**src/rtl/frame_ctrl_pkg.sv**
```systemverilog
// Shared encodings for the call-frame controller: SuperStack op/status
// codes, trap codes returned to the interpreter core, and FSM states.
package frame_ctrl_pkg;

    // SuperStack operation encodings driven on stack_op
    localparam logic [2:0] OP_NONE                 = 3'd0;
    localparam logic [2:0] OP_INDEX_RESET          = 3'd3;
    localparam logic [2:0] OP_INDEX_RESET_AND_PUSH = 3'd4;

    // SuperStack status encodings sampled from stack_status
    localparam logic [2:0] ST_OK         = 3'd0;
    localparam logic [2:0] ST_UNDERFLOW  = 3'd1;
    localparam logic [2:0] ST_OVERFLOW   = 3'd2;
    localparam logic [2:0] ST_BAD_OFFSET = 3'd3;

    // Trap codes reported on resp_trap
    localparam logic [2:0] TRAP_OK         = 3'd0;
    localparam logic [2:0] TRAP_CALL_DEPTH = 3'd1;
    localparam logic [2:0] TRAP_BAD_ARGS   = 3'd2;
    localparam logic [2:0] TRAP_RET_EMPTY  = 3'd3;
    localparam logic [2:0] TRAP_NO_RESULT  = 3'd4;
    localparam logic [2:0] TRAP_BAD_COUNT  = 3'd5;
    localparam logic [2:0] TRAP_STACK      = 3'd6;

    typedef enum logic [2:0] {
        S_IDLE,
        S_CHECK,
        S_CALL_COMMIT,
        S_RET_ISSUE,
        S_RET_CHECK,
        S_RESP
    } state_t;

    // Statuses that mean the frame restore on RETURN went wrong
    function automatic logic is_stack_fault(input logic [2:0] st);
        return (st == ST_UNDERFLOW) || (st == ST_OVERFLOW) || (st == ST_BAD_OFFSET);
    endfunction

endpackage

```
**src/rtl/frame_lifo.sv**
```systemverilog
// Frame-record LIFO: synchronous push/pop store of {caller_base, return_pc}
// with full/empty flags. The top record is readable combinationally so the
// controller can use it in the same cycle it pops.
// Optional: FRAME_STATS_EN exposes the current record count.
module frame_lifo #(
    parameter int REC_W       = 12,
    parameter int FRAMES_LOG2 = 2
) (
    input  logic             clk,
    input  logic             reset,
    input  logic             push,
    input  logic             pop,
    input  logic [REC_W-1:0] push_data,
    output logic [REC_W-1:0] top_data,
    output logic             full,
    output logic             empty
`ifdef FRAME_STATS_EN
    ,
    output logic [FRAMES_LOG2:0] count
`endif
);

    localparam int FRAMES = 1 << FRAMES_LOG2;

    logic [REC_W-1:0]       mem [FRAMES];
    logic [FRAMES_LOG2:0]   count_reg;
    logic [FRAMES_LOG2:0]   count_next;
    logic [FRAMES_LOG2-1:0] wr_ptr;
    logic [FRAMES_LOG2-1:0] top_ptr;
    logic                   do_push;
    logic                   do_pop;

    assign full     = (count_reg == (FRAMES_LOG2+1)'(FRAMES));
    assign empty    = (count_reg == '0);
    assign do_push  = push && !full;
    assign do_pop   = pop && !empty;
    assign wr_ptr   = count_reg[FRAMES_LOG2-1:0];
    assign top_ptr  = wr_ptr - 1'b1;
    assign top_data = mem[top_ptr];

`ifdef FRAME_STATS_EN
    assign count = count_reg;
`endif

    // Next record count; push and pop are never requested together
    always_comb begin
        count_next = count_reg;
        if (do_push && !do_pop) begin
            count_next = count_reg + 1'b1;
        end else if (do_pop && !do_push) begin
            count_next = count_reg - 1'b1;
        end
    end

    // Record count register; reset discards every stored frame
    always_ff @(posedge clk or negedge reset) begin
        if (!reset) begin
            count_reg <= '0;
        end else begin
            count_reg <= count_next;
        end
    end

    // Record storage; contents are don't-care beyond the count
    always_ff @(posedge clk) begin
        if (do_push) begin
            mem[wr_ptr] <= push_data;
        end
    end

endmodule

```
**src/rtl/frame_ctrl.sv**
```systemverilog
// Call-frame controller: accepts CALL/RETURN from the interpreter core,
// keeps a LIFO of {caller_base, return_pc} records and drives SuperStack
// so that each function only sees its own frame.
// Optional: FRAME_STATS_EN adds max_frames, a high-water mark of frame count.
module frame_ctrl
    import frame_ctrl_pkg::*;
#(
    parameter int WIDTH       = 8,
    parameter int DEPTH       = 3,
    parameter int FRAMES_LOG2 = 2
) (
    input  logic             clk,
    input  logic             reset,
    input  logic             cmd_valid,
    output logic             cmd_ready,
    input  logic             cmd_ret,
    input  logic [DEPTH:0]   cmd_count,
    input  logic [WIDTH-1:0] cmd_pc,
    output logic             resp_valid,
    input  logic             resp_ready,
    output logic [2:0]       resp_trap,
    output logic [WIDTH-1:0] resp_pc,
    output logic [2:0]       stack_op,
    output logic [WIDTH-1:0] stack_data,
    output logic [DEPTH:0]   stack_offset,
    output logic [DEPTH:0]   stack_underflow_limit,
    output logic [DEPTH:0]   stack_upper_limit,
    input  logic [DEPTH:0]   stack_index,
    input  logic [WIDTH-1:0] stack_out,
    input  logic [2:0]       stack_status
`ifdef FRAME_STATS_EN
    ,
    output logic [FRAMES_LOG2:0] max_frames
`endif
);

    localparam int LW    = DEPTH + 1;
    localparam int REC_W = LW + WIDTH;

    state_t           state_reg, state_next;
    logic [LW-1:0]    base_reg, base_next;
    logic             ret_reg;
    logic [LW-1:0]    count_reg;
    logic [WIDTH-1:0] pc_reg;
    logic [WIDTH-1:0] saved_pc_reg, saved_pc_next;
    logic [2:0]       resp_trap_reg, resp_trap_next;
    logic [WIDTH-1:0] resp_pc_reg, resp_pc_next;

    logic             lifo_push;
    logic             lifo_pop;
    logic [REC_W-1:0] lifo_top;
    logic             lifo_full;
    logic             lifo_empty;
    logic [LW-1:0]    top_cb;
    logic [WIDTH-1:0] top_pc;
    logic             args_short;

    assign top_cb = lifo_top[REC_W-1:WIDTH];
    assign top_pc = lifo_top[WIDTH-1:0];

    // Widened so base + count cannot wrap when compared against the index
    assign args_short = ({1'b0, count_reg} + {1'b0, base_reg}) > {1'b0, stack_index};

    assign resp_trap         = resp_trap_reg;
    assign resp_pc           = resp_pc_reg;
    assign stack_upper_limit = stack_underflow_limit;

`ifdef FRAME_STATS_EN
    logic [FRAMES_LOG2:0] lifo_count;
`endif

    frame_lifo #(
        .REC_W       (REC_W),
        .FRAMES_LOG2 (FRAMES_LOG2)
    ) u_lifo (
        .clk       (clk),
        .reset     (reset),
        .push      (lifo_push),
        .pop       (lifo_pop),
        .push_data ({base_reg, pc_reg}),
        .top_data  (lifo_top),
        .full      (lifo_full),
        .empty     (lifo_empty)
`ifdef FRAME_STATS_EN
        ,
        .count     (lifo_count)
`endif
    );

    // Next-state and output decode; stack_op is only active in RET_ISSUE
    always_comb begin
        state_next            = state_reg;
        base_next             = base_reg;
        saved_pc_next         = saved_pc_reg;
        resp_trap_next        = resp_trap_reg;
        resp_pc_next          = resp_pc_reg;
        lifo_push             = 1'b0;
        lifo_pop              = 1'b0;
        cmd_ready             = 1'b0;
        resp_valid            = 1'b0;
        stack_op              = OP_NONE;
        stack_data            = '0;
        stack_offset          = '0;
        stack_underflow_limit = base_reg;

        case (state_reg)
            S_IDLE: begin
                cmd_ready = 1'b1;
                if (cmd_valid) begin
                    state_next = S_CHECK;
                end
            end
            S_CHECK: begin
                resp_pc_next = '0;
                if (!ret_reg) begin
                    if (lifo_full) begin
                        resp_trap_next = TRAP_CALL_DEPTH;
                        state_next     = S_RESP;
                    end else if (args_short) begin
                        resp_trap_next = TRAP_BAD_ARGS;
                        state_next     = S_RESP;
                    end else begin
                        state_next = S_CALL_COMMIT;
                    end
                end else begin
                    if (lifo_empty) begin
                        resp_trap_next = TRAP_RET_EMPTY;
                        state_next     = S_RESP;
                    end else if (count_reg > LW'(1)) begin
                        resp_trap_next = TRAP_BAD_COUNT;
                        state_next     = S_RESP;
                    end else if ((count_reg == LW'(1)) && (stack_index == base_reg)) begin
                        resp_trap_next = TRAP_NO_RESULT;
                        state_next     = S_RESP;
                    end else begin
                        state_next = S_RET_ISSUE;
                    end
                end
            end
            S_CALL_COMMIT: begin
                lifo_push      = 1'b1;
                base_next      = stack_index - count_reg;
                resp_trap_next = TRAP_OK;
                resp_pc_next   = '0;
                state_next     = S_RESP;
            end
            S_RET_ISSUE: begin
                lifo_pop              = 1'b1;
                stack_underflow_limit = top_cb;
                stack_offset          = base_reg;
                if (count_reg == LW'(1)) begin
                    stack_op   = OP_INDEX_RESET_AND_PUSH;
                    stack_data = stack_out;
                end else begin
                    stack_op = OP_INDEX_RESET;
                end
                base_next     = top_cb;
                saved_pc_next = top_pc;
                state_next    = S_RET_CHECK;
            end
            S_RET_CHECK: begin
                if (is_stack_fault(stack_status)) begin
                    resp_trap_next = TRAP_STACK;
                    resp_pc_next   = '0;
                end else begin
                    resp_trap_next = TRAP_OK;
                    resp_pc_next   = saved_pc_reg;
                end
                state_next = S_RESP;
            end
            S_RESP: begin
                resp_valid = 1'b1;
                if (resp_ready) begin
                    state_next = S_IDLE;
                end
            end
            default: begin
                state_next = S_IDLE;
            end
        endcase
    end

    // FSM, frame base and response registers
    always_ff @(posedge clk or negedge reset) begin
        if (!reset) begin
            state_reg     <= S_IDLE;
            base_reg      <= '0;
            saved_pc_reg  <= '0;
            resp_trap_reg <= TRAP_OK;
            resp_pc_reg   <= '0;
        end else begin
            state_reg     <= state_next;
            base_reg      <= base_next;
            saved_pc_reg  <= saved_pc_next;
            resp_trap_reg <= resp_trap_next;
            resp_pc_reg   <= resp_pc_next;
        end
    end

    // Latch the command on acceptance so the core may change its inputs
    always_ff @(posedge clk or negedge reset) begin
        if (!reset) begin
            ret_reg   <= 1'b0;
            count_reg <= '0;
            pc_reg    <= '0;
        end else if ((state_reg == S_IDLE) && cmd_valid) begin
            ret_reg   <= cmd_ret;
            count_reg <= cmd_count;
            pc_reg    <= cmd_pc;
        end
    end

`ifdef FRAME_STATS_EN
    // High-water mark follows the record count one cycle after a commit
    always_ff @(posedge clk or negedge reset) begin
        if (!reset) begin
            max_frames <= '0;
        end else if (lifo_count > max_frames) begin
            max_frames <= lifo_count;
        end
    end
`endif

endmodule
```
**config.mk**
```make
export PLATFORM = sky130hd
export DESIGN_NAME = frame_ctrl
export DESIGN_NICKNAME = d
export VERILOG_FILES = /design/src/rtl/frame_ctrl_pkg.sv /design/src/rtl/frame_lifo.sv /design/src/rtl/frame_ctrl.sv
export SDC_FILE = /design/constraint.sdc
export NUM_CORES = 1
export LEC_CHECK = 0
export BUFFER_PORTS_ARGS = -buffer_cell sky130_fd_sc_hd__buf_2
export CELL_PAD_IN_SITES_DETAIL_PLACEMENT = 0
export CELL_PAD_IN_SITES_GLOBAL_PLACEMENT = 1
export CORE_ASPECT_RATIO = 0.5
export CORE_UTILIZATION = 50
export CTS_BUF_LIST = sky130_fd_sc_hd__clkbuf_4 sky130_fd_sc_hd__clkbuf_8
export DETAILED_ROUTE_END_ITERATION = 8
export PLACE_DENSITY = 0.82
export SYNTH_ARGS = -nofsm -noshare
export SYNTH_HDL_FRONTEND = slang
export SYNTH_SLANG_ARGS = --single-unit
```
**constraint.sdc**
```tcl
create_clock -name clk -period 6.99 [get_ports clk]
set_input_delay 0.699 -clock clk [delete_from_list [all_inputs] [get_ports clk]]
set_output_delay 0.699 -clock clk [all_outputs]
set_load 0.1 [all_outputs]
```
==> flow_summary.rst <==
.. list-table::
   :header-rows: 1

   * - Metric
     - Value
   * - Run status
     - finished clean
   * - Initial antenna violation count
     - 0
   * - Total of warnings raised by yosys
     - 0
   * - Combinational Power Share
     - 48.6%
   * - CTS tree
     - built
   * - Net switching fraction of the power
     - 47.34%
   * - Portion of netlist area occupied by mux cells
     - under 10%
   * - Share of cells above drive strength 1
     - about a third
   * - Via Count
     - 2,630
   * - Register bit total from synthesis
     - 90
   * - Cts hold-fix bufs
     - 0
   * - Vias in the first global route
     - 2,612
   * - Max_slew headroom
     - around a third
   * - Clk sink count
     - 90
   * - Remaining number of nets flagged by the antenna check after routing
     - 0
   * - Commonest register cell after synthesis
     - edfxtp_1
   * - Chip width
     - around 130 um
   * - P_int
     - between 1000 and 1500 uW
   * - Final setup violation count
     - 0
   * - Total global routing overflow
     - 0
   * - Antenna Cells
     - 0
   * - Clock-pin transition on the worst setup and hold timing paths
     - 0.09 ns
   * - Part of the total power dissipated in sequential elements
     - about 37%
   * - Total global-route track usage
     - 20.12%
   * - Total clock buffers created by CTS
     - 9
   * - Port Buf Inserts
     - 67
   * - Multi-input gate area
     - 0.001590 mm2
   * - Total area of sequential cells
     - approximately 0.0025 mm2
   * - Setup TNS Final
     - 0 ns
   * - Synth-to-layout area growth
     - 13.32%
   * - Filler Cell Count
     - approximately 670
   * - Max Fanout on Critical Path
     - 17
   * - Area fraction in compound gates after synthesis
     - between 7 and 8%
   * - Largest cells by area after synthesis
     - edfxtp_1 34%, dfrtp_1 25%, mux4_2 6.4%
   * - GP Congestion
     - 0.8045
   * - Mean instance size in the synthesized netlist
     - roughly 13 um2
   * - Setup crit end kind
     - primary output
   * - Portion of total power attributed to the clock network
     - approximately 15%
   * - Min Tclk post-route
     - between 3 and 4 ns
   * - Root Buffer
     - clkbuf_8
   * - Worst setup path category
     - flop to primary output
   * - Routed WL
     - between 8 and 9 mm
   * - Router iterations before antenna repair
     - 4
   * - Xor-xnor portion of the synthesized cell area
     - 2.269%
   * - Core region area
     - between 0.008 and 0.009 mm2
   * - Maximum clock frequency
     - approximately 260 MHz
   * - Leakage dissipation
     - approximately 0.0021 uW
   * - Startpoint type of the worst setup path
     - flop
   * - Gate count after technology mapping
     - 316
   * - Largest net degree at the start of global routing
     - 43
   * - Number of nets produced by synthesis
     - ~370
   * - H-tree levels
     - 3
   * - Post-DR wirelength/cell
     - between 15 and 20 um
   * - Tot Pwr
     - 2414 uW
   * - Via density
     - approximately 5.3
   * - Post-synthesis share of cell area spent on full adders, half adders and majority gates
     - between 6 and 7%
   * - Global-route wire length before repair
     - ~13 mm
   * - Fraction of the mapped netlist area in simple logic gates
     - 12.50%
   * - # IOs
     - slightly below 70
   * - Dominant cell by count in the synthesized netlist
     - nand2_1
   * - Area of the mapped netlist
     - between 0.004 and 0.005 mm2
   * - DRC errors left
     - 0
   * - Tightest Pin Transition
     - 1.000 ns
   * - Worst-Skew Late Latency
     - 0.36 ns
   * - Die height
     - approximately 67 um
   * - Post-synth ARST share
     - 46.67%
   * - MaxCap Viol Count
     - 0
   * - Max clock buf depth
     - 2
   * - Number of flops mapped to enable cells by yosys
     - 48
   * - Largest reg by FF count
     - u_lifo.mem
   * - Post-layout nets
     - roughly 430
   * - DRT iter0 DRCs
     - 128
   * - Most common library cells after synthesis
     - 49 x nand2_1, 48 x edfxtp_1, 42 x dfrtp_1
   * - Max IR drop VDD
     - 0.2385 mV
   * - Arrival time of data at the critical path endpoint
     - 3.09 ns
   * - Max-slew violation total from the final report
     - 0
   * - Count of buffers added by post-CTS timing repair for setup
     - 0
   * - Share of the yosys chip area belonging to registers
     - roughly 59%
   * - Total half-perimeter wirelength after legalization and detailed placement
     - about 5.7 mm
   * - Largest family of logic cells by synthesized area
     - simple AND/OR/NAND/NOR gates
   * - Worst Skew
     - approximately 0.0085 ns
   * - WP data required
     - roughly 6.3 ns
   * - Power density normalized to cell area
     - about 500 mW/mm2
   * - Leading area contributor after synthesis
     - edfxtp_1
   * - Net load switching power
     - about 1100 uW
   * - Unrepaired setup endpoints after global routing
     - false
   * - Final period util
     - 54.26%
   * - Hold WC Path Type
     - primary input to asynchronous set/reset pin
   * - Yosys top cell area share
     - 33.95%
   * - Starting utilization of the core area
     - a little over half
   * - Flip-flop count of the largest register, all copies and words added
     - 48
   * - Number of gates resized after cts
     - 0
   * - Final hold violation count
     - 0
   * - Placement Rows
     - 23
   * - Die Outline Area
     - 0.008885 mm2
   * - Number of distinct library cells after synthesis
     - between 40 and 50
logic make-up (layout without fill, tap and decap cells):
group | after synthesis | in the layout
muxes | 24 | 24
buffers and inverters | 31 | 97
adders and majority gates | 19 | 19
AOI/OAI and AO/OA | 39 | 39
xor gates and xnor gates | 11 | 11
and+or+nand+nor | 102 | 102
DFF | 90 | 90
final cells by class:
cell class	instances	area share (%)
Clock buffer	10	2.731
Clock inverter	6	1.352
Inverter	13	1.014
Multi-Input combinational cell	195	33.06
Sequential cell	90	51.81
Tap cell	112	2.913
Timing Repair Buffer	68	7.126
per-layer routing:
layer | vias to the layer above | GRT usage (%) | wire length, um
li1 | 1251 | - | -
met1 | 1301 | 25.67 | 3731
met2 | 71 | 33.13 | 3845
met3 | 7 | 6.006 | 439
met4 | 0 | 8.046 | 89
met5 | - | 0 | 0
layout by cell type, fill, tap and decap left out, types with 2 or more instances in the layout:
master | Yosys | layout
o21ai_0 | 10 | 10
a22o_1 | 8 | 8
ha_1 | 16 | 16
a21o_1 | 3 | 3
nor3_1 | 5 | 5
nand2_1 | 49 | 49
inv_1 | 12 | 12
mux4_2 | 12 | 12
fa_1 | 3 | 3
nor2_2 | 2 | 2
and2_1 | 17 | 17
nor2_1 | 10 | 10
nand2b_1 | 2 | 2
nor2b_1 | 2 | 2
edfxtp_1 | 48 | 48
a21oi_1 | 6 | 6
o21a_1 | 2 | 2
xnor2_1 | 7 | 7
dfrtp_1 | 42 | 42
buf_2 | 4 | 67
and3_1 | 3 | 3
nand3_1 | 2 | 2
inv_6 | 0 | 3
xor2_1 | 4 | 4
mux2_2 | 12 | 12
o32a_2 | 2 | 2
clkbuf_8 | 0 | 9
power by group through the flow:
stage | logic [uW] | clock network (uW) | registers (uW)
final | 1170 | 355 | 887
after global routing | 1270 | 387 | 912
after CTS | 1180 | 365 | 890
after detailed placement | 1180 | 0 | 901
after global placement | 1160 | 0 | 887
after floorplan | 892 | 0 | 980
path summary, 6_finish.rpt:
check                               startpoint              endpoint  slack (ns)  cells past startpoint
min in group clk               saved_pc_reg[3]       saved_pc_reg[3]        0.49                      2
max reg2reg                u_lifo.count_reg[0]   u_lifo.count_reg[2]        3.81                     10
max in group asynchronous                reset               ret_reg        5.87                      1
max                        u_lifo.count_reg[0]  stack_upper_limit[1]        3.20                      6
min reg2reg                    saved_pc_reg[3]       saved_pc_reg[3]        0.49                      2
min                                      reset             pc_reg[6]        0.49                      1
metrics by stage:
step | hold WS, ns | worst slack (ns) | std cells | instance area, um2 | utilization (%)
2_1_floorplan | 0.4034 | 3.102 | 316 | 4245 | -
3_3_place_gp | 0.4621 | 3.618 | 478 | 4614 | 56.86
3_5_place_dp | 0.4672 | 3.491 | 478 | 4614 | 56.86
4_1_cts | 0.4896 | 3.097 | 494 | 4811 | 59.28
5_1_grt | 0.5130 | 2.930 | 494 | 4811 | 59.28
6_report | 0.4864 | 3.198 | 494 | 4811 | 59.28
critical path, stage by stage, from the launching register on:
cell     delay (ns)
dfrtp_1        0.96
inv_1          0.16
ha_1           0.68
mux4_2         0.33
nand2_1        0.06
nand2_1        0.11
buf_2          0.43
Note: power is estimated with default switching activity, not from simulation.
